## src/rtl/bkm_pkg.sv

```systemverilog
// Shared BKM constants: digit codes, number formats,
// sequencer state encoding and iteration index width.
package bkm_pkg;

  localparam int LOG2N_DEF = 6;

  localparam logic [1:0] DIG_ZERO = 2'b00;
  localparam logic [1:0] DIG_POS  = 2'b01;
  localparam logic [1:0] DIG_NEG  = 2'b11;
  localparam logic [1:0] DIG_ILL  = 2'b10;

  localparam logic [1:0] FMT_FIX = 2'd0;
  localparam logic [1:0] FMT_FLT = 2'd1;
  localparam logic [1:0] FMT_LOG = 2'd2;
  localparam logic [1:0] FMT_CPX = 2'd3;

  typedef enum logic [1:0] {
    S_IDLE = 2'd0,
    S_RUN  = 2'd1,
    S_DONE = 2'd2
  } state_e;

  function automatic logic dig_illegal(
    input logic [1:0] d
  );
    return d == DIG_ILL;
  endfunction

endpackage

```

## src/rtl/bkm_step_sequencer_if.sv

```systemverilog
// Command/digit inputs and decoder-facing outputs
// of the BKM step sequencer.
interface bkm_step_sequencer_if #(
  parameter int LOG2N = 6
) ();

  logic             enable;
  logic             start;
  logic             mode_in;
  logic [1:0]       format_in;
  logic [LOG2N-1:0] n_last;
  logic             d_valid;
  logic [1:0]       d_x_in;
  logic [1:0]       d_y_in;

  logic             mode;
  logic [1:0]       format;
  logic [LOG2N-1:0] n;
  logic [1:0]       d_x_n;
  logic [1:0]       d_y_n;
  logic             step_valid;
  logic             busy;
  logic             done;
  logic             err;

  modport master (
    output enable, start, mode_in,
    output format_in, n_last,
    output d_valid, d_x_in, d_y_in,
    input  mode, format, n,
    input  d_x_n, d_y_n, step_valid,
    input  busy, done, err
  );

  modport slave (
    input  enable, start, mode_in,
    input  format_in, n_last,
    input  d_valid, d_x_in, d_y_in,
    output mode, format, n,
    output d_x_n, d_y_n, step_valid,
    output busy, done, err
  );

endinterface

```

## src/rtl/bkm_digit_check.sv

```systemverilog
// Digit legality check: the reserved code 10 is
// flagged and replaced by a zero digit.
module bkm_digit_check
  import bkm_pkg::*;
(
  input  logic [1:0] d_i,
  output logic [1:0] d_o,
  output logic       ill_o
);

  // flag the reserved code and forward zero instead
  always_comb begin
    ill_o = dig_illegal(d_i);
    d_o   = ill_o ? DIG_ZERO : d_i;
  end

endmodule

```

## src/rtl/bkm_step_sequencer.sv

```systemverilog
// BKM iteration sequencer: counts n = 0..n_last and
// issues one registered digit step per accepted pair.
module bkm_step_sequencer
  import bkm_pkg::*;
#(
  parameter int LOG2N = LOG2N_DEF
) (
  input logic clk,
  input logic arst,
  bkm_step_sequencer_if.slave bus
);

  logic [1:0]       dx_san;
  logic [1:0]       dy_san;
  logic             dx_ill;
  logic             dy_ill;

  state_e           state_q;
  logic [LOG2N-1:0] cnt_q;
  logic [LOG2N-1:0] nlast_q;
  logic [LOG2N-1:0] n_q;
  logic             mode_q;
  logic [1:0]       fmt_q;
  logic [1:0]       dx_q;
  logic [1:0]       dy_q;
  logic             step_q;
  logic             done_q;
  logic             busy_q;
  logic             err_q;

  bkm_digit_check u_chk_x (
    .d_i   (bus.d_x_in),
    .d_o   (dx_san),
    .ill_o (dx_ill)
  );

  bkm_digit_check u_chk_y (
    .d_i   (bus.d_y_in),
    .d_o   (dy_san),
    .ill_o (dy_ill)
  );

  // control FSM with registered decoder outputs;
  // busy trails the state so it drops one cycle
  // after the done pulse
  always_ff @(posedge clk) begin
    if (arst) begin
      state_q <= S_IDLE;
      cnt_q   <= '0;
      nlast_q <= '0;
      n_q     <= '0;
      mode_q  <= 1'b0;
      fmt_q   <= 2'b00;
      dx_q    <= DIG_ZERO;
      dy_q    <= DIG_ZERO;
      step_q  <= 1'b0;
      done_q  <= 1'b0;
      busy_q  <= 1'b0;
      err_q   <= 1'b0;
    end else if (bus.enable) begin
      step_q <= 1'b0;
      done_q <= 1'b0;
      busy_q <= (state_q != S_IDLE);
      unique case (state_q)
        S_IDLE: begin
          if (bus.start) begin
            mode_q  <= bus.mode_in;
            fmt_q   <= bus.format_in;
            nlast_q <= bus.n_last;
            cnt_q   <= '0;
            err_q   <= 1'b0;
            busy_q  <= 1'b1;
            state_q <= S_RUN;
          end
        end
        S_RUN: begin
          if (bus.d_valid) begin
            n_q    <= cnt_q;
            dx_q   <= dx_san;
            dy_q   <= dy_san;
            step_q <= 1'b1;
            if (dx_ill || dy_ill) begin
              err_q <= 1'b1;
            end
            if (cnt_q == nlast_q) begin
              state_q <= S_DONE;
            end else begin
              cnt_q <= cnt_q + 1'b1;
            end
          end
        end
        S_DONE: begin
          done_q  <= 1'b1;
          state_q <= S_IDLE;
        end
        default: state_q <= S_IDLE;
      endcase
    end else begin
      step_q <= 1'b0;
      done_q <= 1'b0;
    end
  end

  assign bus.mode       = mode_q;
  assign bus.format     = fmt_q;
  assign bus.n          = n_q;
  assign bus.d_x_n      = dx_q;
  assign bus.d_y_n      = dy_q;
  assign bus.step_valid = step_q;
  assign bus.busy       = busy_q;
  assign bus.done       = done_q;
  assign bus.err        = err_q;

endmodule

```

## src/flat_wrapper.sv

```systemverilog
// flat-port wrapper written by rule: the top's interface ports become plain ports
module bkm_step_sequencer_flat import bkm_pkg::*;
#(
  parameter int LOG2N = LOG2N_DEF
)
  (clk, arst, bus_enable, bus_start, bus_mode_in, bus_format_in, bus_n_last, bus_d_valid, bus_d_x_in, bus_d_y_in, bus_mode, bus_format, bus_n, bus_d_x_n, bus_d_y_n, bus_step_valid, bus_busy, bus_done, bus_err);
  bkm_step_sequencer_if #(.LOG2N(LOG2N)) bus_i ();
  input logic clk;
  input logic arst;
  input wire logic [$bits(bus_i.enable)-1:0] bus_enable;
  input wire logic [$bits(bus_i.start)-1:0] bus_start;
  input wire logic [$bits(bus_i.mode_in)-1:0] bus_mode_in;
  input wire logic [$bits(bus_i.format_in)-1:0] bus_format_in;
  input wire logic [$bits(bus_i.n_last)-1:0] bus_n_last;
  input wire logic [$bits(bus_i.d_valid)-1:0] bus_d_valid;
  input wire logic [$bits(bus_i.d_x_in)-1:0] bus_d_x_in;
  input wire logic [$bits(bus_i.d_y_in)-1:0] bus_d_y_in;
  output wire logic [$bits(bus_i.mode)-1:0] bus_mode;
  output wire logic [$bits(bus_i.format)-1:0] bus_format;
  output wire logic [$bits(bus_i.n)-1:0] bus_n;
  output wire logic [$bits(bus_i.d_x_n)-1:0] bus_d_x_n;
  output wire logic [$bits(bus_i.d_y_n)-1:0] bus_d_y_n;
  output wire logic [$bits(bus_i.step_valid)-1:0] bus_step_valid;
  output wire logic [$bits(bus_i.busy)-1:0] bus_busy;
  output wire logic [$bits(bus_i.done)-1:0] bus_done;
  output wire logic [$bits(bus_i.err)-1:0] bus_err;
  assign bus_i.enable = bus_enable;
  assign bus_i.start = bus_start;
  assign bus_i.mode_in = bus_mode_in;
  assign bus_i.format_in = bus_format_in;
  assign bus_i.n_last = bus_n_last;
  assign bus_i.d_valid = bus_d_valid;
  assign bus_i.d_x_in = bus_d_x_in;
  assign bus_i.d_y_in = bus_d_y_in;
  assign bus_mode = bus_i.mode;
  assign bus_format = bus_i.format;
  assign bus_n = bus_i.n;
  assign bus_d_x_n = bus_i.d_x_n;
  assign bus_d_y_n = bus_i.d_y_n;
  assign bus_step_valid = bus_i.step_valid;
  assign bus_busy = bus_i.busy;
  assign bus_done = bus_i.done;
  assign bus_err = bus_i.err;
  bkm_step_sequencer #(.LOG2N(LOG2N)) u_core (.clk(clk), .arst(arst), .bus(bus_i));
endmodule
```

## config.mk

```make
export PLATFORM = sky130hd
export DESIGN_NAME = bkm_step_sequencer_flat
export DESIGN_NICKNAME = d
export VERILOG_FILES = /design/src/rtl/bkm_pkg.sv /design/src/rtl/bkm_step_sequencer_if.sv /design/src/rtl/bkm_digit_check.sv /design/src/rtl/bkm_step_sequencer.sv /design/src/flat_wrapper.sv
export SDC_FILE = /design/constraint.sdc
export NUM_CORES = 1
export LEC_CHECK = 0
export ABC_AREA = 1
export BUFFER_PORTS_ARGS = -buffer_cell sky130_fd_sc_hd__buf_2
export CORE_MARGIN = 2
export CORE_UTILIZATION = 50
export CTS_CLUSTER_SIZE = 14
export DETAILED_ROUTE_END_ITERATION = 16
export GPL_ROUTABILITY_DRIVEN = 0
export HOLD_SLACK_MARGIN = 0.12
export PLACE_DENSITY = 0.76
export SLEW_MARGIN = 20
export SYNTH_ARGS = -nofsm -noshare
export SYNTH_HDL_FRONTEND = slang
export SYNTH_SLANG_ARGS = --single-unit
```

## constraint.sdc

```tcl
create_clock -name clk -period 2 [get_ports clk]
set_input_delay 0.2 -clock clk [delete_from_list [all_inputs] [get_ports clk]]
set_output_delay 0.2 -clock clk [all_outputs]
set_load 0.005 [all_outputs]
```

# Word level (Yosys, flattened, before mapping)
# Index checks and enable logic that the tools add are counted.
dict set report op_classes {
  add_sub_neg 1
  n_reduce_logical 11
  bitwise 2
  n_eq_ne 10
  n_mux 18
}
# operator n
set op_table {}
lappend op_table {{$mux 6} 3}
lappend op_table {{$pmux 6 s2} 1}
lappend op_table {{$mux 2} 5}
lappend op_table {{$reduce_and 5->1} 2}
lappend op_table {{$mux 1} 7}
lappend op_table {{$add 6x1->6 const B} 1}
lappend op_table {{$eq 2x2->1 const B} 3}
lappend op_table {{$eq 6x6->1} 1}
lappend op_table {{$ne 2x2->1 const B} 3}
lappend op_table {{$reduce_and 3->1} 2}
lappend op_table {{$ne 2x1->1 const B} 2}
lappend op_table {{$pmux 2 s2} 1}
lappend op_table {{$reduce_and 4->1} 1}
lappend op_table {{$reduce_bool 2->1} 2}
lappend op_table {{$reduce_or 3->1} 1}
lappend op_table {{$eq 2x1->1 const B} 1}
lappend op_table {{$logic_not 2->1} 1}
lappend op_table {{$not 1->1} 2}
lappend op_table {{$pmux 1 s2} 1}
lappend op_table {{$reduce_or 2->1} 1}
lappend op_table {{$logic_or 1x1->1} 1}
dict set report word_totals {
  inputBits 18
  register_bits 31
  wordCells 54
  out_inout_bits 17
}

# Depth between registers and ports, before layout
# Gate-level depths: netlist (run 1).
dict set report depth {
  ltp_word 5
  ltp_mapped 11
  ltp_nobuf 11
}

# Cells and area by module
# Synthesis (run 1) repeated with hierarchy kept, for this count alone.
dict set report unflattened {
  hier_cells 199
  area_unflattened_um2 1427.6
}
# module seq_area_each_um2 cells_per_inst area_each_um2 n_inst
set modules_own_cells {}
lappend modules_own_cells {bkm_step_sequencer 620.6 189 1390.1 1}
lappend modules_own_cells {bkm_digit_check 0.0 5 18.8 2}

# Worst setup path before layout (run 1)
# Ideal clock, no wire load.
dict set report synth_timing {
  kind {register -> register}
  startpoint {register u_core.cnt_q[0]}
  endpoint {register u_core.cnt_q[2]}
  n_path_buf 0
  synth_period_minus_slack_ps 1192
  t_arrival_ps 1080
  setup_time_ps 112
  path_slack_ps 808
  path_stages_with_launch 12
  required_ps 1888
  path_cell_list {dfxtp_1 -> inv_2 -> nand2_1 -> nand2_1 -> inv_1 -> nand2_1 -> nor2_1 -> nand2_2 -> nand2_4 -> inv_4 -> nor2_1 -> nor2_1}
}
dict set report synth_via {
  elab_chain_cells 4
  elab_cells_between_ends 7
  cone_classes {add/sub (1); eq/ne (2); mux (3); reduce/logical (1)}
}
# item line
set synth_rtl {}
lappend synth_rtl {{from (decl)} bkm_step_sequencer.sv:19} ;# logic [LOG2N-1:0] cnt_q;
lappend synth_rtl {{from (signal assigned)} bkm_step_sequencer.sv:88} ;# cnt_q <= cnt_q + 1'b1;
lappend synth_rtl {{$add 6x1->6} bkm_step_sequencer.sv:88}
lappend synth_rtl {{$mux 6} bkm_step_sequencer.sv:85} ;# if (cnt_q == nlast_q) begin
lappend synth_rtl {{$mux 6} bkm_step_sequencer.sv:77} ;# if (bus.d_valid) begin
lappend synth_rtl {{$pmux 6 s2} bkm_step_sequencer.sv:64} ;# unique case (state_q)
# Several ways; a longest one is shown, not always the timed one. The select of a mux whose other input is x is not followed.
# A chain may end at the register's enable or synchronous reset.

# Worst setup path in the final report (run 1)
dict set report layout_timing {
  startpoint {register u_core.state_q[0]}
  endpoint {register u_core.nlast_q[5]}
}
dict set report layout_via {
  elab_chain_cells 2
}
# item line
set layout_rtl {}
lappend layout_rtl {{from (decl)} bkm_step_sequencer.sv:18} ;# state_e state_q;
lappend layout_rtl {{from (signal assigned)} bkm_step_sequencer.sv:48} ;# state_q <= S_IDLE;
lappend layout_rtl {{from (signal assigned)} bkm_step_sequencer.sv:73} ;# state_q <= S_RUN;
lappend layout_rtl {{from (signal assigned)} bkm_step_sequencer.sv:86} ;# state_q <= S_DONE;
lappend layout_rtl {{$logic_not 2->1} bkm_step_sequencer.sv:64}
lappend layout_rtl {{$reduce_and 3->1 (no source line)} -}
lappend layout_rtl {{to (signal assigned)} bkm_step_sequencer.sv:69} ;# nlast_q <= bus.n_last;
lappend layout_rtl {{to (decl)} bkm_step_sequencer.sv:20} ;# logic [LOG2N-1:0] nlast_q;
# No other way between the ends.

==> flow_metrics.py, run 1 <==
metrics = {
    "placement": {
        "io_buffers": 34,
        "postPlaceCellArea_um2": 1610,
        "dpl.cell_count": 255,
        "post-dp-hpwl_um": 2295,
    },
    "floorplanning": {
        "start_util": 0.5199,
        "die-area_um2": 3285,
        "die_x_um": 57.32,
        "die_h_um": 57.32,
        "row_count": 19,
        "core_area_um2": 2734,
        "ios": 35,
    },
    "timing": {
        "setup_violations": 0,
        "timing.fmax_ghz": 0.6748,
        "worst_slew_pin_slew_ns": 0.5523,
        "clock_skew_ns": 0.008485,
        "hold_viol": 0,
        "timing.slew.headroom": 0.6314,
        "whs_ns": 0.1365,
        "finalSetupTns_ns": 0,
        "min_period_ns": 1.482,
        "rsz0062_at_grt": "no",
        "fin_crit_sh": 0.7410,
        "maxSlewViolCount": 0,
    },
    "setup_path": {
        "setup.reg_to_reg.worst_slack_ns": 0.52,
        "endpoint": "u_core.nlast_q[5]",
        "crit_fanout": 15,
        "path_cells": "nor2_1, nand3_1, o21ai_0, a21oi_1",
        "required_ns": 2.20,
        "r2r_start": "u_core.state_q[0]",
        "crit_path_top_delay_cell": "dfxtp_1",
        "reg2reg_to": "u_core.nlast_q[5]",
        "rr_worst_depth": 4,
        "critPathLaunchType": "flop",
        "cp.arrival_ns": 1.68,
        "crit_start": "u_core.state_q[0]",
        "path_class": "reg -> reg",
        "slowest_delay_ns": 0.38,
        "crit_path_end_kind": "flop",
    },
    "drt": {
        "firstDrtPassIters": 4,
        "drcViolationCount": 0,
        "vias": 1310,
        "dr.first_iter.drc_count": 22,
        "ant_nets": 0,
        "wl_per_cell_um": 11.97,
        "viasPerCell": 5.019,
        "drt-total-wl_um": 3124,
    },
    "synthesis": {
        "ys_ff_latch": 31,
        "netlist_instances": 194,
        "yosysMostFrequentCell": "nand2_1",
        "yosysTopAreaCell": "dfxtp_1",
        "ys_warn_count": 0,
        "synthArstFlopShare": 0,
        "dominantRegCellSynth": "dfxtp_1",
        "synth-edff-count": 0,
        "syn_nets": 213,
        "synth.top_cell.area_share": 0.4366,
        "synth_cell_types": 29,
        "synth_commonest_cells": "nand2_1, dfxtp_1, nor2_1, o21ai_0, inv_1",
        "ys_top_cells_by_area": "dfxtp_1, nand2_1, nor2_1",
        "syn_area_um2": 1421,
        "ys_seq_area_frac": 0.4366,
        "postSynthAreaPerCell_um2": 7.327,
    },
    "grt": {
        "grt_pass1_vias": 1246,
        "grtUsageTotal": 0.2168,
        "grt-ovfl-total": 0,
        "antenna_found_initial": 0,
        "grt_pass1_wl_um": 5402,
        "grt_max_degree": 22,
    },
    "cts": {
        "cts_tree": "done",
        "ctsResizeCount": 0,
        "cts_hold_buffers": 0,
        "clock_latency_ns": 0.32,
        "postCtsSetupBuffers": 0,
        "clk_path_buf_depth": 2,
        "cts_made_buffers": 5,
        "root_buffer": "clkbuf_4",
        "clkTransAtPathRegs_ns": 0.08,
        "htreeDepth": 2,
        "cts.sinks": 31,
    },
    "power_and_ir_drop": {
        "leakage_nw": 0.7779,
        "p_per_area_nw_per_um2": 733.5,
        "irDropWorstVdd_mv": 0.6750,
    },
    "layout": {
        "areaGrowthSynthToFinish_pct": 16.20,
        "num_antenna_cells": 0,
        "drive_above_1_share": 0.2826,
        "nNetsFinal": 250,
        "final-instance-count-excl-fill": 261,
        "final_area_um2": 1652,
        "utilization": 0.6041,
    },
    "run_status": {
        "status": "complete, no violations",
    },
    "job": {
        "cap_violations": 0,
    },
    "hold_path": {
        "hp-class": "in -> reg",
    },
}
-- state kept, by name, summed over array words and instances, names as in the netlist --
| signal | count |
|---|---|
| u_core.bus.n | 6 |
| u_core.bus.format | 2 |
| u_core.bus.step_valid | 1 |
| u_core.state_q | 2 |
| u_core.bus.err | 1 |
| u_core.bus.d_y_n | 2 |
| u_core.bus.mode | 1 |
| u_core.bus.done | 1 |
| u_core.bus.d_x_n | 2 |
| u_core.cnt_q | 6 |
| u_core.bus.busy | 1 |
| u_core.nlast_q | 6 |
-- power by group --
| group | switching, mW | internal [mW] | leakage [nW] | total (mW) |
|---|---|---|---|---|
| combinational | 0.132 | 0.0842 | 0.501 | 0.216 |
| sequential | 0.0295 | 0.652 | 0.253 | 0.682 |
| clock | 0.189 | 0.125 | 0.0242 | 0.314 |
-- routing by layer --
| metal | vias to the layer above | wire length (um) | global-route usage |
|---|---|---|---|
| li1 | 687 | - | - |
| met1 | 586 | 1494 | 0.2802 |
| met2 | 35 | 1438 | 0.3383 |
| met3 | 2 | 167 | 0.05442 |
| met4 | 0 | 23 | 0.1063 |
| met5 | - | 0 | 0 |
-- stage by stage --
| stage | power, mW | worst slack, ns |
|---|---|---|
| 6_report | 1.211 | 0.5181 |
| 5_1_grt | 1.286 | 0.2814 |
| 4_1_cts | 1.227 | 0.4851 |
| 3_5_place_dp | 0.9117 | 0.4862 |
| 3_3_place_gp | 0.9058 | 0.4847 |
| 2_1_floorplan | 0.8438 | 0.8080 |
-- kinds of logic after synthesis --
family          after synthesis  share of synthesized area
compound gates               38                     0.1391
xor+xnor                      2                    0.01233
fa+ha+maj                     1                   0.008801
buf+inv                      32                    0.09769
flops                        31                     0.4366
simple gates                 90                     0.3055
-- critical path, delay by kind of cell (launching register included) --
family	cells	cell delay, ns
simple gates	2	0.56
compound gates	2	0.42
flops	1	0.38
-- cells in the final DEF (no fill, tap or decap), types with 2 or more instances in the layout --
cell	n
nand3_1	14
a21oi_1	17
dfxtp_1	31
buf_4	2
nand2_1	32
nor2_2	2
buf_2	34
nor2_1	27
nand2_4	2
nand2_2	6
o21ai_0	19
inv_1	18
clkbuf_4	5
inv_2	4
a21oi_2	2
inv_4	2
-- area by class of cell --
| class | instances | area [um^2] |
|---|---|---|
| Fill cell | 246 | 1082 |
| Multi-Input combinational cell | 131 | 661.9 |
| Sequential cell | 31 | 620.6 |
| Timing Repair Buffer | 36 | 185.2 |
| Inverter | 26 | 103.9 |
| Clock buffer | 6 | 41.29 |
| Tap cell | 31 | 38.79 |
-- how the worst min path moves through the flow --
stage / start / endpoint / slack, ns / cells after the start
2_1_floorplan: bus_enable / u_core.bus.busy / 0.34 / 2
3_3_place_gp: u_core.bus.d_x_n[0] / u_core.bus.d_x_n[0] / 0.45 / 2
3_5_place_dp: u_core.bus.d_y_n[1] / u_core.bus.d_y_n[1] / 0.46 / 2
4_1_cts: bus_format_in[0] / u_core.bus.format[0] / 0.12 / 3
5_1_grt: bus_d_x_in[1] / u_core.bus.d_x_n[1] / 0.13 / 3
6_report: bus_format_in[1] / u_core.bus.format[1] / 0.14 / 3
(Power assumes the default switching activity.)
==> run 2: changes to the inputs <==
--- a/config.mk
+++ b/config.mk
@@ -8,12 +8,12 @@
 export ABC_AREA = 1
 export BUFFER_PORTS_ARGS = -buffer_cell sky130_fd_sc_hd__buf_2
 export CORE_MARGIN = 2
-export CORE_UTILIZATION = 50
+export CORE_UTILIZATION = 47
 export CTS_CLUSTER_SIZE = 14
 export DETAILED_ROUTE_END_ITERATION = 16
 export GPL_ROUTABILITY_DRIVEN = 0
 export HOLD_SLACK_MARGIN = 0.12
-export PLACE_DENSITY = 0.76
+export PLACE_DENSITY = 0.75
 export SLEW_MARGIN = 20
 export SYNTH_ARGS = -nofsm -noshare
 export SYNTH_HDL_FRONTEND = slang
==> constraint.sdc (replaced) <==
create_clock -name clk -period 1.2 [get_ports clk]
set_input_delay 0.12 -clock clk [delete_from_list [all_inputs] [get_ports clk]]
set_output_delay 0.12 -clock clk [all_outputs]
set_load 0.005 [all_outputs]
==> flow_metrics.py, run 2 (synthesis results as in run 1) <==
metrics = {
    "floorplanning": {
        "ios": 35,
        "row_count": 19,
        "die_x_um": 58.99,
        "die_h_um": 58.99,
        "start_util": 0.5067,
        "die-area_um2": 3480,
        "core_area_um2": 2805,
    },
    "timing": {
        "whs_ns": 0.1367,
        "timing.slew.headroom": 0.6131,
        "maxSlewViolCount": 0,
        "hold_viol": 0,
        "worst_slack_ns": -0.08416,
        "fin_crit_sh": 1.070,
        "setup_violations": 6,
        "min_period_ns": 1.284,
        "rsz0062_at_grt": "yes",
        "clock_skew_ns": 0.005389,
        "worst_slew_pin_slew_ns": 0.5797,
        "timing.fmax_ghz": 0.7787,
    },
    "cts": {
        "clkTransAtPathRegs_ns": 0.10,
        "htreeDepth": 2,
        "clk_path_buf_depth": 2,
        "cts_tree": "done",
        "root_buffer": "clkbuf_4",
        "cts.sinks": 31,
        "cts_made_buffers": 5,
        "clock_latency_ns": 0.34,
        "postCtsSetupBuffers": 0,
    },
    "setup_path": {
        "path_class": "reg -> reg",
        "crit_path_top_delay_cell": "dfxtp_4",
        "r2r_start": "u_core.cnt_q[0]",
        "required_ns": 1.44,
        "critPathLaunchType": "flop",
        "path_cells": "ha_2, or2_2, nand3_1, nand3_1, nand2_1, nor2_1",
        "cp.arrival_ns": 1.53,
        "reg2reg_to": "u_core.cnt_q[2]",
        "rr_worst_depth": 6,
        "crit_fanout": 5,
        "crit_top_cell": "nand3_1",
        "crit_start": "u_core.cnt_q[0]",
        "setup.reg_to_reg.worst_slack_ns": -0.08,
        "slowest_delay_ns": 0.38,
        "crit_path_end_kind": "flop",
    },
    "hold_path": {
        "hp-class": "in -> reg",
        "min_to": "u_core.nlast_q[1]",
        "hold_depth": 3,
        "hold_start": "bus_n_last[1]",
    },
    "grt": {
        "grtUsageTotal": 0.2379,
        "grt_max_degree": 22,
        "antenna_found_initial": 0,
        "grt_pass1_vias": 1433,
        "grt-ovfl-total": 0,
        "grt_pass1_wl_um": 6161,
    },
    "drt": {
        "drt-total-wl_um": 3697,
        "vias": 1502,
        "wl_per_cell_um": 12.57,
        "drcViolationCount": 0,
        "viasPerCell": 5.109,
        "ant_nets": 0,
        "firstDrtPassIters": 4,
        "dr.first_iter.drc_count": 37,
    },
    "layout": {
        "drive_above_1_share": 0.3916,
        "final_cell_mix": "buf_2, nand2_1, dfxtp_1",
        "mostFrequentLayoutCell": "buf_2",
        "num_antenna_cells": 0,
        "areaGrowthSynthToFinish_pct": 44.37,
        "utilization": 0.7315,
        "nNetsFinal": 281,
    },
    "power_and_ir_drop": {
        "finalPower_mw": 2.514,
        "p_per_area_nw_per_um2": 1225,
        "irDropWorstVdd_mv": 0.8207,
        "leakage_nw": 0.9627,
    },
    "placement": {
        "io_buffers": 34,
        "post-dp-hpwl_um": 2437,
    },
    "run_status": {
        "status": "finished with violations",
        "violations": "negative setup slack",
    },
    "job": {
        "cap_violations": 0,
    },
}
==> run 2: through the flow <==
step	setup slack (ns)	TNS, ns	cells	instance area (um^2)
floorplan	0.007961	0	194	1421
global route	-0.1914	-1.407	294	2052
detailed placement	-0.1284	-0.7627	272	1738
finish	-0.08416	-0.2374	294	2052
global placement	-0.1072	-0.6582	272	1738
CTS	-0.03368	-0.1500	294	2009
==> run 2: layer usage <==
metal | up-vias | global-route usage | part of all wire
li1 | 754 | - | -
met1 | 674 | 0.2722 | 0.41
met2 | 60 | 0.4000 | 0.48
met3 | 14 | 0.07642 | 0.080
met4 | 0 | 0.1136 | 0.025
met5 | - | 0 | 0
==> run 2: worst max path at each step <==
| stage | cells past startpoint | slack (ns) | to |
|---|---|---|---|
| after global routing | 10 | -0.19 | u_core.cnt_q[2] |
| after floorplan | 11 | 0.008 | u_core.cnt_q[2] |
| after CTS | 11 | -0.03 | u_core.cnt_q[2] |
| after global placement | 11 | -0.11 | u_core.cnt_q[2] |
| after detailed placement | 11 | -0.13 | u_core.cnt_q[2] |
| final | 6 | -0.08 | u_core.cnt_q[2] |
==> run 2: final cells by class <==
| type | count | area (um^2) |
|---|---|---|
| clock inverter | 2 | 35.03 |
| timing repair buffer | 67 | 460.4 |
| multi-input combinational | 131 | 721.9 |
| tap | 31 | 38.79 |
| clock buffer | 6 | 51.30 |
| inverter | 26 | 106.4 |
| fill | 211 | 753.2 |
| sequential | 31 | 638.1 |
==> run 2: timing repair <==
item / in CTS / in global routing
gates resized for setup: 17 / 14
endpoints found under the setup margin: 10 / 17
cloned: 0 / 0
hold buffers: 14 / 0
pin swaps: 2 / 5
endpoints found under the hold margin: 14 / 0
==> run 2: power by group <==
group / total [mW] / switching [mW] / internal [mW]
Sequential: 1.14 / 0.0489 / 1.09
Clock: 0.863 / 0.371 / 0.492
Combinational: 0.513 / 0.276 / 0.237
Total: 2.51 / 0.696 / 1.82
==> run 2: worst max-delay path: cells and delay by family, from the launching register on <==
| kind | cells | cell delay (ns) |
|---|---|---|
| flops | 1 | 0.38 |
| fa+ha+maj | 1 | 0.19 |
| simple gates | 5 | 0.61 |
==> run 3: changes to the inputs <==
--- a/config.mk
+++ b/config.mk
@@ -8,12 +8,12 @@
 export ABC_AREA = 1
 export BUFFER_PORTS_ARGS = -buffer_cell sky130_fd_sc_hd__buf_2
 export CORE_MARGIN = 2
-export CORE_UTILIZATION = 47
+export CORE_UTILIZATION = 50
 export CTS_CLUSTER_SIZE = 14
 export DETAILED_ROUTE_END_ITERATION = 16
 export GPL_ROUTABILITY_DRIVEN = 0
 export HOLD_SLACK_MARGIN = 0.12
-export PLACE_DENSITY = 0.75
+export PLACE_DENSITY = 0.76
 export SLEW_MARGIN = 20
 export SYNTH_ARGS = -nofsm -noshare
 export SYNTH_HDL_FRONTEND = slang
==> constraint.sdc (replaced) <==
create_clock -name clk -period 1.54 [get_ports clk]
set_input_delay 0.154 -clock clk [delete_from_list [all_inputs] [get_ports clk]]
set_output_delay 0.154 -clock clk [all_outputs]
set_load 0.005 [all_outputs]
==> flow_metrics.py, run 3 (synthesis results as in run 1) <==
metrics = {
    "run_status": {
        "status": "complete, no violations",
    },
    "floorplanning": {
        "row_count": 19,
        "die_x_um": 57.32,
        "core_area_um2": 2734,
        "die-area_um2": 3285,
        "die_h_um": 57.32,
        "ios": 35,
        "start_util": 0.5199,
    },
    "grt": {
        "grt_pass1_vias": 1243,
        "grt-ovfl-total": 0,
        "grt_max_degree": 18,
        "antenna_found_initial": 0,
        "grtUsageTotal": 0.2211,
        "grt_pass1_wl_um": 5520,
    },
    "layout": {
        "areaGrowthSynthToFinish_pct": 28.08,
        "num_antenna_cells": 0,
        "nNetsFinal": 263,
        "mostFrequentLayoutCell": "buf_2",
        "drive_above_1_share": 0.2816,
        "fillCellCount": 232,
        "final_cell_mix": "buf_2, nand2_1, dfxtp_1",
        "utilization": 0.6659,
    },
    "setup_path": {
        "critPathLaunchType": "flop",
        "crit_path_end_kind": "flop",
        "setup.reg_to_reg.worst_slack_ns": 0.14,
        "required_ns": 1.78,
        "rr_worst_depth": 11,
        "r2r_start": "u_core.cnt_q[2]",
        "path_class": "reg -> reg",
        "cp.arrival_ns": 1.65,
        "reg2reg_to": "u_core.cnt_q[2]",
        "crit_fanout": 7,
    },
    "placement": {
        "dpl_worst_slack_ns": 0.1405,
        "post-dp-hpwl_um": 2241,
        "io_buffers": 34,
    },
    "power_and_ir_drop": {
        "p_per_area_nw_per_um2": 958.2,
        "irDropWorstVdd_mv": 0.7081,
        "leakage_nw": 0.8511,
    },
    "timing": {
        "timing.fmax_ghz": 0.7135,
        "worst_slack_ns": 0.1384,
        "finalSetupTns_ns": 0,
        "timing.slew.headroom": 0.8040,
        "clock_skew_ns": 0.009527,
        "rsz0062_at_grt": "no",
        "hold_viol": 0,
        "min_period_ns": 1.402,
        "whs_ns": 0.1171,
        "setup_violations": 0,
        "worst_slew_pin_slew_ns": 0.2937,
        "fin_crit_sh": 0.9101,
        "maxSlewViolCount": 0,
    },
    "cts": {
        "cts_tree": "done",
        "clock_latency_ns": 0.33,
        "clk_path_buf_depth": 2,
        "cts_made_buffers": 5,
        "htreeDepth": 2,
        "cts.sinks": 31,
        "clkTransAtPathRegs_ns": 0.10,
        "root_buffer": "clkbuf_4",
        "postCtsSetupBuffers": 0,
    },
    "job": {
        "cap_violations": 0,
    },
    "drt": {
        "drt-total-wl_um": 3223,
        "firstDrtPassIters": 4,
        "vias": 1343,
        "ant_nets": 0,
        "drcViolationCount": 0,
        "dr.first_iter.drc_count": 32,
        "wl_per_cell_um": 11.68,
        "viasPerCell": 4.866,
    },
    "hold_path": {
        "hp-class": "in -> reg",
        "min_to": "u_core.nlast_q[1]",
        "hold_start": "bus_n_last[1]",
        "hold_depth": 3,
    },
}
[run 3: routing by layer]
metal  track usage  part of all wire  wire [um]
met1        0.2880              0.49       1578
met2        0.3432              0.44       1421
met3       0.05442             0.047        152
met4        0.1096             0.022         70
met5             0                 0          0
[run 3: worst max-delay path by stage]
| stage | from | end | cells past startpoint |
|---|---|---|---|
| 2_1_floorplan | u_core.cnt_q[0] | u_core.cnt_q[2] | 11 |
| 3_3_place_gp | u_core.cnt_q[0] | u_core.cnt_q[5] | 11 |
| 3_5_place_dp | u_core.cnt_q[0] | u_core.cnt_q[2] | 11 |
| 4_1_cts | u_core.cnt_q[0] | u_core.cnt_q[2] | 11 |
| 5_1_grt | u_core.cnt_q[2] | u_core.cnt_q[2] | 11 |
| 6_report | u_core.cnt_q[2] | u_core.cnt_q[2] | 11 |
[run 3: power by group]
part / internal (mW) / leakage [nW] / switching, mW / total [mW]
combinational: 0.137 / 0.559 / 0.176 / 0.312
sequential: 0.848 / 0.253 / 0.0380 / 0.886
clock: 0.268 / 0.0386 / 0.278 / 0.546
total: 1.25 / 0.851 / 0.492 / 1.74
[run 3: critical path: stages (launching register included)]
cell      delay [ns]
dfxtp_1         0.50
inv_2           0.09
nand2_1         0.07
nand2_1         0.06
clkinv_1        0.05
nand2_2         0.06
nor2_4          0.07
nand2_2         0.11
nand2_4         0.13
inv_4           0.05
nor2_1          0.09
nor2_1          0.04
[run 3: layout make-up]
type | count | area, um^2 | share of cell area
Inverter | 26 | 103.9 | 0.05704
Tap cell | 31 | 38.79 | 0.02131
Sequential cell | 31 | 621.8 | 0.3416
Multi-Input combinational cell | 131 | 661.9 | 0.3636
Timing Repair Buffer | 49 | 325.3 | 0.1787
Clock buffer | 8 | 68.82 | 0.03780
[run 3: metrics by stage]
step,instance area [um^2],power (mW),cells
floorplan,1421,1.096,194
global placement,1630,1.187,256
detailed placement,1630,1.190,256
CTS,1819,1.747,276
global route,1821,1.824,276
finish,1821,1.744,276
[run 3: what timing repair did]
item                                    CTS  global route
endpoints found under the hold margin    12             0
hold buffers                             12             0
endpoints found under the setup margin    0             2
resized for setup                         0             1
